### config.mk
export PLATFORM = sky130hd
export DESIGN_NAME = wfq_req_initiator
export DESIGN_NICKNAME = d
export VERILOG_FILES = /design/src/rtl/wfq_req_initiator.sv
export SDC_FILE = /design/constraint.sdc
export NUM_CORES = 1
export LEC_CHECK = 0
export BUFFER_PORTS_ARGS = -buffer_cell sky130_fd_sc_hd__buf_2
export CORE_ASPECT_RATIO = 0.7
export CORE_MARGIN = 10
export CORE_UTILIZATION = 40
export CTS_CLUSTER_DIAMETER = 30
export DETAILED_ROUTE_END_ITERATION = 6
export PLACE_DENSITY = 0.65
export SETUP_SLACK_MARGIN = 0.15
export SYNTH_ARGS = -nofsm -noshare
export SYNTH_HDL_FRONTEND = slang
export SYNTH_SLANG_ARGS = --single-unit
### constraint.sdc
create_clock -name clk -period 3.4 [get_ports clk]
set_clock_uncertainty 0.15 [all_clocks]
set_input_delay 0.34 -clock clk [delete_from_list [all_inputs] [get_ports clk]]
set_output_delay 0.34 -clock clk [all_outputs]
set_load 0.02 [all_outputs]
### src/rtl/wfq_req_initiator.sv
// WFQ rank-calculation initiator.
// Takes enqueue descriptors, divides packet length by the per-class weight
// with a serial restoring divider, hands quotient/remainder to the WFQ rank
// engine, and forwards the engine's rank (with the buffer address spliced in)
// to the PIFO insert port.
//
// Handshakes: pkt_valid/pkt_ready and rank_valid/rank_ready are strict
// valid/ready pairs -- a transfer happens on a rising clk edge where both are
// high; a producer holding valid keeps its payload stable until that edge.
// req_valid is a single-cycle pulse with no back-pressure, and resp_valid is
// a strobe that is only honoured while waiting for the engine.
module wfq_req_initiator #(
  parameter int CLASS_WIDTH         = 5,
  parameter int WEIGHT_WIDTH        = 16,
  parameter int PKT_WIDTH           = 16,
  parameter int RESULT_WIDTH        = 32,
  parameter int PIFO_OVERFLOW_WIDTH = 1,
  parameter int PIFO_ROUND_WIDTH    = 18,
  parameter int PIFO_ADDR_WIDTH     = 12,
  parameter int RESP_TIMEOUT        = 8
) (
  input  logic                       clk,
  input  logic                       rst,
  // descriptor input
  input  logic                       pkt_valid,
  output logic                       pkt_ready,
  input  logic [CLASS_WIDTH-1:0]     pkt_class_id,
  input  logic [PKT_WIDTH-1:0]       pkt_len,
  input  logic [PIFO_ADDR_WIDTH-1:0] pkt_addr,
  // weight table configuration
  input  logic                       cfg_wr_en,
  input  logic [CLASS_WIDTH-1:0]     cfg_class_id,
  input  logic [WEIGHT_WIDTH-1:0]    cfg_weight,
  // rank engine request
  output logic                       req_valid,
  output logic [CLASS_WIDTH-1:0]     req_class_id,
  output logic [WEIGHT_WIDTH-1:0]    req_div_quotient,
  output logic [WEIGHT_WIDTH-1:0]    req_div_remain,
  // rank engine response
  input  logic                       resp_valid,
  input  logic [RESULT_WIDTH-1:0]    resp_data,
  // PIFO insert port
  output logic                       rank_valid,
  input  logic                       rank_ready,
  output logic [RESULT_WIDTH-1:0]    rank_data,
  // status / debug
  output logic                       err_timeout,
  output logic [2:0]                 dbg_state
);

  localparam int CLASS_ID_COUNT = 2 ** CLASS_WIDTH;
  localparam int CNT_W          = $clog2(PKT_WIDTH + 1);
  localparam int TO_W           = $clog2(RESP_TIMEOUT + 1);
  // rank bits returned by the engine: {valid-marker, overflow, round}
  localparam int RANK_HI_W      = 1 + PIFO_OVERFLOW_WIDTH + PIFO_ROUND_WIDTH;

  typedef enum logic [2:0] {
    S_IDLE  = 3'd0,
    S_DIV   = 3'd1,
    S_ISSUE = 3'd2,
    S_WAIT  = 3'd3,
    S_OUT   = 3'd4
  } state_e;

  state_e state_q, state_d;

  // weight table
  logic [WEIGHT_WIDTH-1:0]    weight_q [CLASS_ID_COUNT];

  // descriptor / divider working registers
  logic [CLASS_WIDTH-1:0]     class_q, class_d;
  logic [PKT_WIDTH-1:0]       len_q, len_d;
  logic [PIFO_ADDR_WIDTH-1:0] addr_q, addr_d;
  logic [WEIGHT_WIDTH-1:0]    wt_q, wt_d;
  logic [PKT_WIDTH-1:0]       quot_q, quot_d;
  logic [WEIGHT_WIDTH-1:0]    rem_q, rem_d;
  logic [CNT_W-1:0]           cnt_q, cnt_d;

  // request / response / status registers
  logic [CLASS_WIDTH-1:0]     req_class_q, req_class_d;
  logic [WEIGHT_WIDTH-1:0]    req_quot_q, req_quot_d;
  logic [WEIGHT_WIDTH-1:0]    req_rem_q, req_rem_d;
  logic [TO_W-1:0]            to_cnt_q, to_cnt_d;
  logic                       err_q, err_d;
  logic [RESULT_WIDTH-1:0]    rank_q, rank_d;

  // divider step signals
  logic [WEIGHT_WIDTH:0]      trial;
  logic [WEIGHT_WIDTH:0]      diff;
  logic                       trial_ge;
  logic                       div_last;
  logic                       timeout_hit;
  logic [WEIGHT_WIDTH-1:0]    wt_lookup;

  // the engine's copy of the address is not used; ours is authoritative
  logic [PIFO_ADDR_WIDTH-1:0] unused_resp_addr;
  assign unused_resp_addr = resp_data[PIFO_ADDR_WIDTH-1:0];

  // One restoring step: shift in the next dividend bit and try to subtract.
  assign trial       = {rem_q, len_q[PKT_WIDTH-1]};
  assign diff        = trial - {1'b0, wt_q};
  assign trial_ge    = (trial >= {1'b0, wt_q});
  assign div_last    = (cnt_q == CNT_W'(1));
  assign timeout_hit = !resp_valid && (to_cnt_q == TO_W'(RESP_TIMEOUT - 1));
  // a zero weight would make the division meaningless, so treat it as 1
  assign wt_lookup   = (weight_q[pkt_class_id] == '0) ? WEIGHT_WIDTH'(1)
                                                      : weight_q[pkt_class_id];

  // State register
  always_ff @(posedge clk) begin
    if (rst) state_q <= S_IDLE;
    else     state_q <= state_d;
  end

  // Next-state logic
  always_comb begin
    state_d = state_q;
    case (state_q)
      S_IDLE:  if (pkt_valid) state_d = S_DIV;
      S_DIV:   if (div_last) state_d = S_ISSUE;
      S_ISSUE: state_d = S_WAIT;
      S_WAIT: begin
        if (resp_valid)       state_d = S_OUT;
        else if (timeout_hit) state_d = S_IDLE;
      end
      S_OUT:   if (rank_ready) state_d = S_IDLE;
      default: state_d = S_IDLE;
    endcase
  end

  // FSM-decoded outputs; pkt_ready stays low while reset is held
  always_comb begin
    pkt_ready  = (state_q == S_IDLE) && !rst;
    req_valid  = (state_q == S_ISSUE);
    rank_valid = (state_q == S_OUT);
    dbg_state  = state_q;
  end

  assign req_class_id     = req_class_q;
  assign req_div_quotient = req_quot_q;
  assign req_div_remain   = req_rem_q;
  assign rank_data        = rank_q;
  assign err_timeout      = err_q;

  // Weight table: writable in any state; an accept in the same cycle reads the old entry
  always_ff @(posedge clk) begin
    if (rst) begin
      for (int i = 0; i < CLASS_ID_COUNT; i++) weight_q[i] <= WEIGHT_WIDTH'(1);
    end else if (cfg_wr_en) begin
      weight_q[cfg_class_id] <= cfg_weight;
    end
  end

  // Datapath next-state: descriptor capture, divider steps, request/response capture
  always_comb begin
    class_d     = class_q;
    len_d       = len_q;
    addr_d      = addr_q;
    wt_d        = wt_q;
    quot_d      = quot_q;
    rem_d       = rem_q;
    cnt_d       = cnt_q;
    req_class_d = req_class_q;
    req_quot_d  = req_quot_q;
    req_rem_d   = req_rem_q;
    to_cnt_d    = to_cnt_q;
    err_d       = err_q;
    rank_d      = rank_q;
    case (state_q)
      S_IDLE: begin
        if (pkt_valid) begin
          class_d = pkt_class_id;
          len_d   = pkt_len;
          addr_d  = pkt_addr;
          wt_d    = wt_lookup;
          quot_d  = '0;
          rem_d   = '0;
          cnt_d   = CNT_W'(PKT_WIDTH);
        end
      end
      S_DIV: begin
        rem_d  = trial_ge ? diff[WEIGHT_WIDTH-1:0] : trial[WEIGHT_WIDTH-1:0];
        quot_d = {quot_q[PKT_WIDTH-2:0], trial_ge};
        len_d  = len_q << 1;
        cnt_d  = cnt_q - CNT_W'(1);
        // publish the finished result so the request fields are stable in ISSUE
        if (div_last) begin
          req_class_d = class_q;
          req_quot_d  = WEIGHT_WIDTH'(quot_d);
          req_rem_d   = rem_d;
        end
      end
      S_ISSUE: begin
        to_cnt_d = '0;
      end
      S_WAIT: begin
        if (resp_valid) begin
          rank_d = {resp_data[RESULT_WIDTH-1 -: RANK_HI_W], addr_q};
        end else if (timeout_hit) begin
          err_d = 1'b1;
        end else begin
          to_cnt_d = to_cnt_q + TO_W'(1);
        end
      end
      default: ;
    endcase
  end

  // Datapath registers
  always_ff @(posedge clk) begin
    if (rst) begin
      class_q     <= '0;
      len_q       <= '0;
      addr_q      <= '0;
      wt_q        <= WEIGHT_WIDTH'(1);
      quot_q      <= '0;
      rem_q       <= '0;
      cnt_q       <= '0;
      req_class_q <= '0;
      req_quot_q  <= '0;
      req_rem_q   <= '0;
      to_cnt_q    <= '0;
      err_q       <= 1'b0;
      rank_q      <= '0;
    end else begin
      class_q     <= class_d;
      len_q       <= len_d;
      addr_q      <= addr_d;
      wt_q        <= wt_d;
      quot_q      <= quot_d;
      rem_q       <= rem_d;
      cnt_q       <= cnt_d;
      req_class_q <= req_class_d;
      req_quot_q  <= req_quot_d;
      req_rem_q   <= req_rem_d;
      to_cnt_q    <= to_cnt_d;
      err_q       <= err_d;
      rank_q      <= rank_d;
    end
  end

endmodule

==> summary.txt <==
Status
  • Status: completed

Die
  • Starting density of the core: 0.4027
  • Die ar.: 87000 um2
  • Die Y: 249.8 um
  • IO Pins: 168
  • FP Rows: 84
  • Core area: 74940 um2
  • Die W: 348.3 um

STA
  • Fmax: 328.4 MHz
  • Final Hold Fails: 0
  • Final setup TNS: 0 ns
  • Min Tclk post-route: 3.045 ns
  • Final Worst Setup Slack: 0.3547 ns
  • Worst-margin pin slew: 1.206 ns
  • RSZ-0062 raised after global routing: no
  • Final Max Tran Viols: 0
  • Final setup viols: 0
  • Max_slew headroom: 0.1930
  • Final period utilization: 0.8957

Clock network
  • Sinks on Clock Net: 674
  • Bufs on Longest Clock Path: 3
  • # H-tree levels: 4
  • Reg clk slew, reported paths: 0.05 ns
  • Clock Latency Late Sink: 0.71 ns
  • TritonCTS buffer count: 131
  • CTS tree: yes
  • Clk Tree Root Cell: clkbuf_16

Yosys
  • Post-synth ARST share: 0
  • Mapped cell area: 30180 um2
  • Yosys cell types: 61
  • FF+latch count, synth: 674
  • Synth Net Count: 2445
  • EDFF count, synth: 512
  • Mean area per synthesized cell: 12.93 um2
  • Post-Synthesis Cells: 2333
  • Fraction of the yosys area taken by sequential cells: 0.6170
  • Commonest register cell after synthesis: edfxtp_1
  • Synthesis Warnings: 0

Worst setup path
  • Worst setup SP type: flop
  • Flop-to-flop setup slack: 0.35 ns
  • Worst r2r dst: req_div_remain[14]
  • WP depth: 11
  • CP endpoint kind: flop
  • Crit-path leading delay family: compound AO/OA/AOI/OAI gates
  • Worst EP arrival: 3.42 ns
  • R2R cell count: 11
  • Crit Path Max Fanout: 10
  • Crit. Startpoint: wt_q[1]
  • R2r startpoint: wt_q[1]
  • CP Cell Sequence: inv_1 -> ha_1 -> nor2b_1 -> o211ai_1 -> a21boi_1 -> o211ai_1 -> a31oi_4 -> o21a_1 -> buf_4 -> mux2i_1 -> a211oi_1
  • Slowest stage cell, crit path: o211ai_1
  • Crit path to: req_div_remain[14]
  • CP required: 3.77 ns
  • Slowest stage delay, CP: 0.48 ns
  • Worst Path Buf+Inv: 2
  • Setup Crit Path Kind: reg -> reg
  • Most used cell, CP: o211ai_1

Flow run
  • Max cap viols: 0

Drt
  • Post-route ant nets: 0
  • Pre-antenna DRT Iters: 5
  • Routed vias: 20240
  • Met2 routed WL: 38130 um
  • DRC viols: 0
  • Met3 routed WL: 6999 um
  • Top sig layer: met5
  • Wire length per cell: 22.10 um
  • Wl on met1: 34770 um
  • Detailed router's first-iteration violation count: 2134
  • Mean number of vias per cell: 5.447
  • Final wirelength: 82110 um

Final layout
  • Design area: 37330 um2
  • Layout cells sized above 1: 0.2309
  • P&R area growth vs syn: 23.71%
  • Fill count: 6240
  • NumNets Final: 2727
  • Post-Layout Cell Count: 3716

Placed design
  • Detailed-placement wirelength estimate: 52560 um
  • Gpl congestion: 0.8621
  • Cell Area, Placed: 32450 um2
  • Place WS: 0.07756 ns
  • Buffers on Ports: 155
  • Dpl cells: 3419

Global routing
  • Gr ovfl total: 0
  • Largest net degree at the start of global routing: 112
  • Total track usage: 0.1869
  • Global-route wire length before repair: 124800 um
  • Initial antenna violation count: 8
  • Vias in the first global route: 20320

Worst hold path
  • Worst min path class: in -> reg
  • Hold_sp: pkt_class_id[4]

Power and ir drop
  • Power per Cell Area: 638.2 nW/um2
  • Maximum vdd drop: 0.3749 mV
  • Leakage: 0.01368 uW
  • Tot Pwr: 23830 uW
==> kinds of logic (layout without fill, tap and decap cells) <==
logic type / after synthesis / after routing / synth area share
adder cells (fa/ha/maj): 20 / 20 / 0.008541
AND/OR/NAND/NOR: 947 / 947 / 0.1695
buffers and inverters: 223 / 610 / 0.03321
AO/OA/AOI/OAI: 300 / 300 / 0.06078
flip-flops: 674 / 674 / 0.6170
other: 0 / 7 / 0
XOR/XNOR: 15 / 15 / 0.004354
multiplexers: 154 / 154 / 0.1066
==> worst register-to-register path, cell delays in order (launching register included) <==
cell and delay, ns:
dfxtp_1 0.32, inv_1 0.07, ha_1 0.32, nor2b_1 0.15, o211ai_1 0.16, a21boi_1 0.12
o211ai_1 0.48, a31oi_4 0.24, o21a_1 0.26, buf_4 0.20, mux2i_1 0.29, a211oi_1 0.12
==> through the flow <==
stage	utilization	hold WS (ns)
finish	0.4982	0.07232
global route	0.4980	0.08667
detailed placement	0.4330	0.2930
floorplan	-	0.2821
global placement	0.4330	0.2849
CTS	0.4977	0.03267
==> worst min-delay path by stage <==
| stage | endpoint | slack [ns] | cells past startpoint |
|---|---|---|---|
| finish | class_q[4] | 0.07 | 4 |
| global route | class_q[4] | 0.09 | 4 |
| CTS | class_q[4] | 0.03 | 4 |
| detailed placement | rank_data[8] | 0.29 | 2 |
| global placement | rank_data[5] | 0.28 | 2 |
| floorplan | req_div_quotient[15] | 0.28 | 2 |
==> layer usage <==
metal  GRT usage  vias up
li1            -     9074
met1      0.2561    10190
met2      0.2864      810
met3     0.04166      162
met4     0.07269        6
met5           0        -
==> where the power goes <==
| part | switching [uW] | internal [uW] |
|---|---|---|
| Clock | 4310 | 8240 |
| Sequential | 149 | 9280 |
| Combinational | 1100 | 743 |
| Total | 5560 | 18300 |
==> timing repair <==
item | 4_1_cts | 5_1_grt
resized for setup | 0 | 2
setup buffers | 0 | 0
hold buffers | 52 | 0
setup endpoints to repair | 0 | 26
hold endpoints to repair | 74 | 0
==> synthesized netlist by cell type, types with 30 or more instances <==
| cell | number | area [um2] |
|---|---|---|
| nor2_1 | 117 | 439.2 |
| clkbuf_1 | 155 | 581.8 |
| a211oi_1 | 30 | 225.2 |
| mux4_2 | 113 | 2545 |
| a22oi_1 | 49 | 367.9 |
| or3_1 | 36 | 225.2 |
| o21ai_0 | 62 | 310.3 |
| dfxtp_1 | 162 | 3243 |
| a21oi_1 | 107 | 535.5 |
| nand2_1 | 200 | 750.7 |
| and2_1 | 482 | 3015 |
| edfxtp_1 | 512 | 15370 |
==> area by class of cell <==
| cell class | count | area [um2] | area share |
|---|---|---|---|
| flip-flops and latches | 674 | 18620 | 0.4987 |
| multi-input cells | 1436 | 10590 | 0.2836 |
| clock buffers | 157 | 3522 | 0.09435 |
| repair buffers | 348 | 2450 | 0.06562 |
| well taps | 989 | 1237 | 0.03315 |
| clock inverters | 81 | 810.8 | 0.02172 |
| inverters | 24 | 90.09 | 0.002413 |
| diodes | 7 | 17.52 | 0.0004692 |
==> state kept, by name (all words and copies together) (netlist names), 12 cells and up <==
signal	count
quot_q	15
req_div_quotient	16
rem_q	16
addr_q	12
len_q	16
rank_data	32
req_div_remain	16
weight_q	512
wt_q	16
==> cells in the final DEF (no fill, tap or decap), drive strengths merged, types with 71 or more instances in the layout <==
cell type,netlist,final
mux4,129,129
dfxtp,162,162
clkbuf,155,157
nand2,200,200
a21oi,107,107
nor2,117,117
edfxtp,512,512
buf,42,296
and2,482,482
o21ai,71,71
(Power assumes the default switching activity.)
